===== src/rtl/spu_dual_issue_dispatch.sv =====
// SPU dual-issue dispatch stage. Holds one program-ordered pair from decode and issues it
// to the even/odd register-fetch ports, gated by a per-register latency scoreboard.
module spu_dual_issue_dispatch #(
  parameter int REG_ADDR_WIDTH       = 7,
  parameter int UNIT_ID_SIZE         = 3,
  parameter int INTERNAL_OPCODE_SIZE = 11,
  parameter int NOP_OPCODE           = 0,
  parameter int LAT_W                = 3,
  parameter int SLOT_W = 1+1+1+3+LAT_W+UNIT_ID_SIZE+INTERNAL_OPCODE_SIZE+4*REG_ADDR_WIDTH+18
) (
  input  logic                            clk,
  input  logic                            reset,
  input  logic                            in_valid,
  output logic                            in_ready,
  input  logic [SLOT_W-1:0]               in_slot0,
  input  logic [SLOT_W-1:0]               in_slot1,
  input  logic [31:0]                     in_pc,
  input  logic                            branch_taken,
  output logic [UNIT_ID_SIZE-1:0]         rf_unit_id_even,
  output logic [UNIT_ID_SIZE-1:0]         rf_unit_id_odd,
  output logic [INTERNAL_OPCODE_SIZE-1:0] rf_opcode_even,
  output logic [INTERNAL_OPCODE_SIZE-1:0] rf_opcode_odd,
  output logic [REG_ADDR_WIDTH-1:0]       addr_ra_rd_even,
  output logic [REG_ADDR_WIDTH-1:0]       addr_rb_rd_even,
  output logic [REG_ADDR_WIDTH-1:0]       addr_rc_rd_even,
  output logic [REG_ADDR_WIDTH-1:0]       addr_ra_rd_odd,
  output logic [REG_ADDR_WIDTH-1:0]       addr_rb_rd_odd,
  output logic [REG_ADDR_WIDTH-1:0]       addr_rc_rd_odd,
  output logic [REG_ADDR_WIDTH-1:0]       rf_addr_rt_wt_even,
  output logic [REG_ADDR_WIDTH-1:0]       rf_addr_rt_wt_odd,
  output logic [6:0]                      rf_imm7_even,
  output logic [6:0]                      rf_imm7_odd,
  output logic [9:0]                      rf_imm10_even,
  output logic [9:0]                      rf_imm10_odd,
  output logic [15:0]                     rf_imm16_odd,
  output logic [17:0]                     rf_imm18_odd,
  output logic [31:0]                     PC,
  output logic                            br_first_instr
);
  localparam int NREG = 1 << REG_ADDR_WIDTH;

  typedef struct packed {
    logic                            valid;
    logic                            pipe;
    logic                            is_branch;
    logic                            uses_ra, uses_rb, uses_rc;
    logic [LAT_W-1:0]                lat;
    logic [UNIT_ID_SIZE-1:0]         unit_id;
    logic [INTERNAL_OPCODE_SIZE-1:0] opcode;
    logic [REG_ADDR_WIDTH-1:0]       ra, rb, rc, rt;
    logic [17:0]                     imm18;
  } slot_t;

  typedef struct packed {
    logic [UNIT_ID_SIZE-1:0]         unit_id;
    logic [INTERNAL_OPCODE_SIZE-1:0] opcode;
    logic [REG_ADDR_WIDTH-1:0]       ra, rb, rc, rt;
  } pipe_out_t;

  typedef enum logic [1:0] {EMPTY, PAIR, SECOND} state_e;

  localparam pipe_out_t NOP_PIPE = '{unit_id: '0, opcode: INTERNAL_OPCODE_SIZE'(NOP_OPCODE),
                                     ra: '0, rb: '0, rc: '0, rt: '0};

  slot_t            in0, in1;
  slot_t            held_q [2];
  state_e           state_q, state_d;
  logic [31:0]      pc_q;
  logic [LAT_W-1:0] sb_q [NREG];
  logic [LAT_W-1:0] sb_d [NREG];
  logic             issue0, issue1, held_done, accept;
  logic [1:0]       go;
  pipe_out_t        even_d, even_q, odd_d, odd_q;
  logic [9:0]       imm_even_d, imm_even_q;
  logic [17:0]      imm_odd_d, imm_odd_q;
  logic [31:0]      pc_out_d, pc_out_q;
  logic             br_first_d, br_first_q;

  assign in0 = in_slot0;
  assign in1 = in_slot1;

  function automatic logic src_ready(input slot_t s);
    return !((s.uses_ra && sb_q[s.ra] != '0) || (s.uses_rb && sb_q[s.rb] != '0) ||
             (s.uses_rc && sb_q[s.rc] != '0));
  endfunction

  function automatic logic reads_rt(input slot_t young, input slot_t old);
    return (old.unit_id != '0) &&
           ((young.uses_ra && young.ra == old.rt) || (young.uses_rb && young.rb == old.rt) ||
            (young.uses_rc && young.rc == old.rt));
  endfunction

  function automatic pipe_out_t to_pipe(input slot_t s);
    return '{unit_id: s.unit_id, opcode: s.opcode, ra: s.ra, rb: s.rb, rc: s.rc, rt: s.rt};
  endfunction

  // NOTE: sequential state uses non-blocking assignments so every flop samples pre-edge values.
  always_ff @(posedge clk or posedge reset) begin
    if (reset) state_q <= EMPTY;
    else       state_q <= state_d;
  end

  // Issue decision and handshake; a flush suppresses all issue for the cycle.
  always_comb begin
    // NOTE: every combinational output gets a default first so no latch is inferred.
    issue0    = 1'b0;
    issue1    = 1'b0;
    held_done = 1'b0;
    if (!branch_taken) begin
      case (state_q)
        EMPTY: held_done = 1'b1;
        PAIR: begin
          issue0    = src_ready(held_q[0]);
          issue1    = issue0 && (!held_q[1].valid ||
                      (src_ready(held_q[1]) && held_q[1].pipe != held_q[0].pipe &&
                       !reads_rt(held_q[1], held_q[0]) &&
                       !(held_q[0].is_branch && held_q[1].pipe)));
          held_done = issue1;
        end
        SECOND: begin
          issue1    = src_ready(held_q[1]);
          held_done = issue1;
        end
        default: ;
      endcase
    end
    in_ready = held_done;
    accept   = in_valid && held_done;
  end

  always_comb begin
    state_d = state_q;
    if (branch_taken)             state_d = EMPTY;
    else if (held_done) begin
      if (accept && in0.valid)      state_d = PAIR;
      else if (accept && in1.valid) state_d = SECOND;
      else                          state_d = EMPTY;
    end else if (issue0)          state_d = SECOND;
  end

  always_ff @(posedge clk or posedge reset) begin
    if (reset) begin
      held_q[0] <= '0;
      held_q[1] <= '0;
      pc_q      <= '0;
    end else if (accept) begin
      held_q[0] <= in0;
      held_q[1] <= in1;
      pc_q      <= in_pc;
    end
  end

  // Routing and scoreboard update; the younger slot's set wins on a shared rt.
  assign go = {issue1 && held_q[1].valid, issue0};

  always_comb begin
    even_d     = NOP_PIPE;
    odd_d      = NOP_PIPE;
    imm_even_d = '0;
    imm_odd_d  = '0;
    pc_out_d   = pc_out_q;
    for (int r = 0; r < NREG; r++) sb_d[r] = (sb_q[r] != '0) ? sb_q[r] - LAT_W'(1) : '0;
    for (int k = 0; k < 2; k++) begin
      if (go[k]) begin
        if (held_q[k].pipe) begin
          odd_d     = to_pipe(held_q[k]);
          imm_odd_d = held_q[k].imm18;
        end else begin
          even_d     = to_pipe(held_q[k]);
          imm_even_d = held_q[k].imm18[9:0];
        end
        if (held_q[k].unit_id != '0) sb_d[held_q[k].rt] = held_q[k].lat;
      end
    end
    if (issue0)       pc_out_d = pc_q;
    else if (go[1])   pc_out_d = pc_q + 32'd4;
    br_first_d = go[0] && go[1] && held_q[0].is_branch && held_q[0].pipe && !held_q[1].pipe;
  end

  // NOTE: the scoreboard is reset explicitly; a stale countdown would stall a fresh stream.
  always_ff @(posedge clk or posedge reset) begin
    if (reset) begin
      for (int r = 0; r < NREG; r++) sb_q[r] <= '0;
    end else begin
      for (int r = 0; r < NREG; r++) sb_q[r] <= sb_d[r];
    end
  end

  always_ff @(posedge clk or posedge reset) begin
    if (reset) begin
      even_q     <= NOP_PIPE;
      odd_q      <= NOP_PIPE;
      imm_even_q <= '0;
      imm_odd_q  <= '0;
      pc_out_q   <= '0;
      br_first_q <= 1'b0;
    end else begin
      even_q     <= even_d;
      odd_q      <= odd_d;
      imm_even_q <= imm_even_d;
      imm_odd_q  <= imm_odd_d;
      pc_out_q   <= pc_out_d;
      br_first_q <= br_first_d;
    end
  end

  assign rf_unit_id_even    = even_q.unit_id;
  assign rf_opcode_even     = even_q.opcode;
  assign addr_ra_rd_even    = even_q.ra;
  assign addr_rb_rd_even    = even_q.rb;
  assign addr_rc_rd_even    = even_q.rc;
  assign rf_addr_rt_wt_even = even_q.rt;
  assign rf_unit_id_odd     = odd_q.unit_id;
  assign rf_opcode_odd      = odd_q.opcode;
  assign addr_ra_rd_odd     = odd_q.ra;
  assign addr_rb_rd_odd     = odd_q.rb;
  assign addr_rc_rd_odd     = odd_q.rc;
  assign rf_addr_rt_wt_odd  = odd_q.rt;
  assign rf_imm7_even       = imm_even_q[6:0];
  assign rf_imm10_even      = imm_even_q;
  assign rf_imm7_odd        = imm_odd_q[6:0];
  assign rf_imm10_odd       = imm_odd_q[9:0];
  assign rf_imm16_odd       = imm_odd_q[15:0];
  assign rf_imm18_odd       = imm_odd_q;
  assign PC                 = pc_out_q;
  assign br_first_instr     = br_first_q;

endmodule


===== config.mk =====
export PLATFORM = sky130hd
export DESIGN_NAME = spu_dual_issue_dispatch
export DESIGN_NICKNAME = d
export VERILOG_FILES = /design/src/rtl/spu_dual_issue_dispatch.sv
export SDC_FILE = /design/constraint.sdc
export NUM_CORES = 2
export LEC_CHECK = 0
export ABC_CLOCK_PERIOD_IN_PS = 27600
export BUFFER_PORTS_ARGS = -buffer_cell sky130_fd_sc_hd__buf_2
export CAP_MARGIN = 20
export CORE_MARGIN = 1
export CORE_UTILIZATION = 40
export CTS_BUF_LIST = sky130_fd_sc_hd__clkbuf_8 sky130_fd_sc_hd__clkbuf_16
export DETAILED_ROUTE_END_ITERATION = 10
export PLACE_DENSITY = 0.61
export SETUP_SLACK_MARGIN = 0.2
export SLEW_MARGIN = 20
export SYNTH_ARGS = -nofsm -noshare
export SYNTH_HDL_FRONTEND = slang
export SYNTH_SLANG_ARGS = --single-unit

===== constraint.sdc =====
create_clock -name clk -period 27.6 [get_ports clk]
set_clock_uncertainty 0.1 [all_clocks]
set_input_delay 2.76 -clock clk [delete_from_list [all_inputs] [get_ports clk]]
set_output_delay 2.76 -clock clk [all_outputs]
set_load 0.02 [all_outputs]

Yosys cells after proc, flatten, opt, wreduce, memory -nomap -nowiden. Cells that the tools add are included.

Register bits: 699. Latch bits: 0. RAM bits: 0. Bits in read-only memories: 0. Bits of input ports: 174. Output and inout port bits: 186. Memories: 0.

Add/subtract/negate cells: 129. $mul: 0. Div/mod/pow operators: 0. $lt $le $gt $ge: 10. Eq/ne operators: 6. Shift operators: 0. Muxes and demuxes: 185. Bitwise gates (word level): 8. Reduce and logical (&&, ||, !) cells: 177.

Operators by type and width (count): 2-to-1 mux 384 bit (4); bitwise mux 384 bit (2); 2-to-1 mux 3 bit (142); nonzero test 3 bit (137); subtractor 3 x 1 -> 3 bit, second input constant (128); 2-to-1 mux 42 bit (8); binary-select mux 3 bit (select 7 bit) (6); 2-to-1 mux 18 bit (4); greater-or-equal comparator 8 bit, second input constant (8); 2-to-1 mux 32 bit (2); inverter 7 -> 8 bit (8); demux 3 bit (select 7 bit) (2); 2-to-1 mux 10 bit (4); adder 32 x 3 -> 32 bit, second input constant (1); logical AND 1 bit (25); == test 7 bit (3); < comparator 8 x 1 -> 1 bit, second input constant (2); 2-to-1 mux 2 bit (5); logical OR 1 bit (7); zero test 1 bit (6); 2-to-1 mux 1 bit (4); one-hot mux 1 bit (3 select lines) (1); == test 2 x 1 -> 1 bit, second input constant (1); == test 2 bit, second input constant (1); 4 further kinds (4).

Depth between registers and ports, before layout.
Word-level depth: 22. Mapped depth: 17. Gate-level depth less buffers: 11.

Worst setup path before layout. OpenSTA, ideal clock, no wires.

Path type: register -> output. From: register sb_q[154] (netlist name). To: output port in_ready. Arrival: 3.185 ns. Path slack: 21.555 ns. Cell stages (with the launch flop): 11. Cell sequence: dfrtp_1 or3_1 mux2_2 mux4_2 mux2_4 a2111oi_4 o31ai_1 a221oi_4 a31o_2 a31oi_1 nor2_1.

Longest elaborated chain between the ends: 15. Elaborated cells between the ends (all ways): 43. Those cells by class: 20 x mux; 23 x reduce/logical.

RTL lines: start: declaration (line 69) `logic [LAT_W-1:0] sb_q [NREG];`; binary-select mux 3 bit (select 7 bit) (line 83) `return !((s.uses_ra && sb_q[s.ra] != '0) || (s.uses_rb && sb_q[s.rb] != '0) ||`; 2-to-1 mux 3 bit (implied by the code) (2 in series) (line 83); nonzero test 3 bit (line 83); logical AND 1 bit (line 83); logical OR 1 bit (2 in series) (line 83); zero test 1 bit (line 83); logical AND 1 bit (2 in series) (line 115) `(src_ready(held_q[1]) && held_q[1].pipe != held_q[0].pipe &&`; logical AND 1 bit (line 116) `!reads_rt(held_q[1], held_q[0]) &&`; logical OR 1 bit (line 114) `issue1 = issue0 && (!held_q[1].valid ||`; logical AND 1 bit (line 114); one-hot mux 1 bit (3 select lines) * (line 110) `case (state_q)`; 2-to-1 mux 1 bit * (line 109) `if (!branch_taken) begin`; end: declaration (line 14) `output logic in_ready,`.

Mark *: on every way between the ends. The rest lies on a longest branch, timed or not. The select of a mux whose other input is x is not followed.

Final worst setup path.
From: register held_q[108] (netlist name). To: output port in_ready.

Longest elaborated chain between the ends: 12.

RTL lines: start: declaration (line 66) `slot_t held_q [2];`; inverter 7 -> 8 bit (implied by the code) (line 83); binary-select mux 3 bit (select 7 bit) (line 83); 2-to-1 mux 3 bit (implied by the code) (2 in series) (line 83); nonzero test 3 bit (line 83); logical AND 1 bit (line 83); logical OR 1 bit (2 in series) (line 83); zero test 1 bit (line 83); logical AND 1 bit (line 114); one-hot mux 1 bit (3 select lines) (line 110); 2-to-1 mux 1 bit (line 109).

Every way passes these cells. The select of a mux whose other input is x is not followed.

==> flow_summary.yaml <==
finish:
  syn_to_final_growth_pct: 11.51
  fillers: 12218
  utilization: 0.4518
  multiInputGateArea_um2: 32070
  drive_gt1_frac: 0.3641
  layoutNonFillerInstCount: 7185
  regArea_um2: 17530
  nets: 5802
setup_path:
  critical_path_class: "reg2out"
  crit_path_end_kind: "output port"
  cp_max_fo: 46
  rrSetupSlack_ns: 20.57
  path_cells: "buf_4 > mux4_2 > a2111oi_0 > o31ai_1 > a31oi_1 > o311a_1 > o221a_4 > and2_1 > a31oi_1 > nor2_1 > buf_2"
  slowest_stage: "a2111oi_0"
  worstPathArrival_ns: 5.67
  worstRegToRegCells: 13
  critPathRequiredTime_ns: 24.74
  r2r_end: "sb_q[152]$_DFF_PP0_"
  r2r-start: "held_q[32]$_DFFE_PP0P_"
  cp_slowest_stage_delay_ns: 0.84
  start_kind: "flop"
  crit_path_frequent_cell: "a31oi_1"
cts:
  clock_sinks: 699
  cts_resized: 0
  clk_path_buf_depth: 3
  cts_tree: "built"
  cts_hold_buffers: 0
  numCtsBuffers: 84
  postCtsSetupBuffers: 0
  cts_root_buf: "clkbuf_16"
  clkTransAtPathRegs_ns: 0.06
  htreeDepth: 3
  clk_latency_ns: 0.76
synthesis:
  avgSynthCellArea_um2: 10.09
  syn_nets: 5656
  synthCells: 5221
  synth-main-ff-cell: "dfrtp_1"
  ys_seq_area_frac: 0.3322
  synth_warnings: 0
  netlist_area_um2: 52660
  synth_edf_count: 0
  async_flop_share: 1.000
  synth-seq-cells: 699
  synth_cell_types: 82
sta:
  fin_crit_sh: 0.3091
  setup-violations-final: 0
  min_period_ns: 8.531
  hold_violations: 0
  setup_tns_ns: 0
  slew_viol_final: 0
  rsz0062_at_grt: "no"
  worst_slack_ns: 19.07
  relSlewSlack: 0.2202
  tightest_slew_ns: 1.161
  fmax_ghz: 0.1172
routing:
  detail-route-antenna-nets: 0
  drt_iter0_markers: 5220
  drc: 0
  routed_via_density: 6.188
  vias: 44459
  wirelength_mm: 209.9
  dr.pass1.iters: 6
  wl_per_cell_um: 29.21
floorplanning:
  fp.dieW_um: 364.8
  io_pins: 360
  core_um2: 130000
  start_util: 0.4052
  num_rows: 132
  dieArea_um2: 133100
  dieHeight_um: 364.8
placement:
  post-dp-hpwl_mm: 139.5
  io_buffers: 358
  place.gp.congestion: 1.013
  dp_slack_ns: 20.00
  dp.cells: 7023
hold_path:
  hp-start: "held_q[17]$_DFFE_PP0P_"
  min_to: "rf_imm18_odd[17]$_DFF_PP0_"
  hp-class: "reg2reg"
  whs_path_depth: 1
global_route:
  overflow: 0
  antenna_found_initial: 17
  first_global_vias: 43465
  grt_pass1_wl_mm: 302.1
  track_usage: 0.3094
  grt_max_degree: 94
power:
  peakVddDrop_uv: 104.5
  power.total_mw: 5.870
  p_per_area_nw_per_um2: 99.96
  power.leakage_nw: 28.08
run_status:
  status: "finished clean"
job:
  cap_violations: 0
-- layout make-up --
cell class / count / area share
antenna: 7 / 0.0002983
clock buffer: 103 / 0.04044
timing repair buffer: 463 / 0.04449
clock inverter: 52 / 0.01136
inverter: 337 / 0.02167
tap: 1742 / 0.03712
sequential: 699 / 0.2984
multi-input combinational: 3782 / 0.5462
-- layout by cell type, fill, tap and decap left out, types with 32 or more instances in the layout --
cell type and count:
a21oi_1 62, nor3_2 49, inv_1 346, nand4_1 66, o21ai_0 165, mux2i_1 76
mux2_1 63, mux2_2 978, nor4_1 52, buf_4 101, xnor2_1 32, buf_2 358
nor3_1 205, clkbuf_16 85, or3_1 40, nor3_4 66, ha_1 261, o31ai_1 44
nor2_1 505, nand3_1 168, a211oi_1 63, nand2_1 322, or2_2 85, dfrtp_1 684
mux4_2 137, a31oi_1 32
-- worst max-delay path: cells and delay by family (launching register included) --
family	cells	cell delay, ns
AO/OA/AOI/OAI	6	2.64
buffers and inverters	2	0.88
multiplexers	1	0.59
AND/OR/NAND/NOR	2	0.43
flip-flops	1	0.37
-- synthesized netlist by cell type, types with 52 or more instances --
cell / number / area (um^2)
or2_2: 85 / 531.8
mux2i_1: 76 / 760.7
buf_2: 100 / 500.5
mux2_1: 63 / 709.4
mux2_2: 978 / 11010
mux4_2: 137 / 3085
nand4_1: 66 / 412.9
nand2_1: 324 / 1216
nor3_4: 66 / 1074
dfrtp_1: 699 / 17490
clkbuf_1: 204 / 765.7
nor3_1: 207 / 1036
o21ai_0: 165 / 825.8
nor2_1: 507 / 1903
nor4_1: 52 / 325.3
a21oi_1: 62 / 310.3
ha_1: 261 / 3266
a211oi_1: 63 / 473.0
inv_1: 331 / 1242
nand3_1: 168 / 840.8
-- how the worst max path moves through the flow --
stage,startpoint,to,slack (ns),cells after the start
after global placement,held_q[108]$_DFFE_PP0P_,in_ready,20.02,11
final,held_q[108]$_DFFE_PP0P_,in_ready,19.07,11
after global routing,held_q[108]$_DFFE_PP0P_,in_ready,19.05,11
after floorplan,reset,PC[0]$_DFFE_PP0P_,5.14,1
after CTS,held_q[108]$_DFFE_PP0P_,in_ready,19.24,11
after detailed placement,held_q[108]$_DFFE_PP0P_,in_ready,20.00,11
-- sequential cells by signal (all words and copies together), names as in the netlist, 10 cells and up --
register	cells
rf_opcode_odd	11
pc_q	32
sb_q	384
rf_imm10_even	10
rf_opcode_even	11
rf_imm18_odd	18
PC	32
held_q	136
-- metal layers --
layer  wire length [um]  track usage  vias up
li1                   -            -    18901
met4              14740       0.1938        8
met5                 51     0.003268        -
met2              90520       0.4582     2609
met1              82370       0.4022    22291
met3              22210      0.07815      650
-- per-stage QoR --
step | instance area, um^2 | hold slack [ns]
after CTS | 58710 | 0.3904
after floorplan | 52660 | 0.3585
after detailed placement | 55660 | 0.3742
final | 58720 | 0.3879
after global placement | 55640 | 0.3678
after global routing | 58720 | 0.4047
-- power breakdown --
part	total, mW	switching (mW)	internal, mW	leakage [nW]
registers	1.66	0.414	1.24	9.30
clock network	1.22	0.508	0.712	1.53
logic	2.99	2.11	0.885	17.3
total	5.87	3.03	2.84	28.1
-- logic make-up (layout without fill, tap and decap cells) --
group	count (synthesis)	in the layout	synth area share
AND/OR/NAND/NOR	1696	1696	0.1751
multiplexers	1255	1255	0.2959
buffers and inverters	740	955	0.06013
flip-flops	699	699	0.3322
AO/OA/AOI/OAI	533	533	0.06850
adder cells (fa/ha/maj)	261	261	0.06201
XOR/XNOR	37	37	0.006154
other	0	7	0
(Power assumes the default switching activity.)
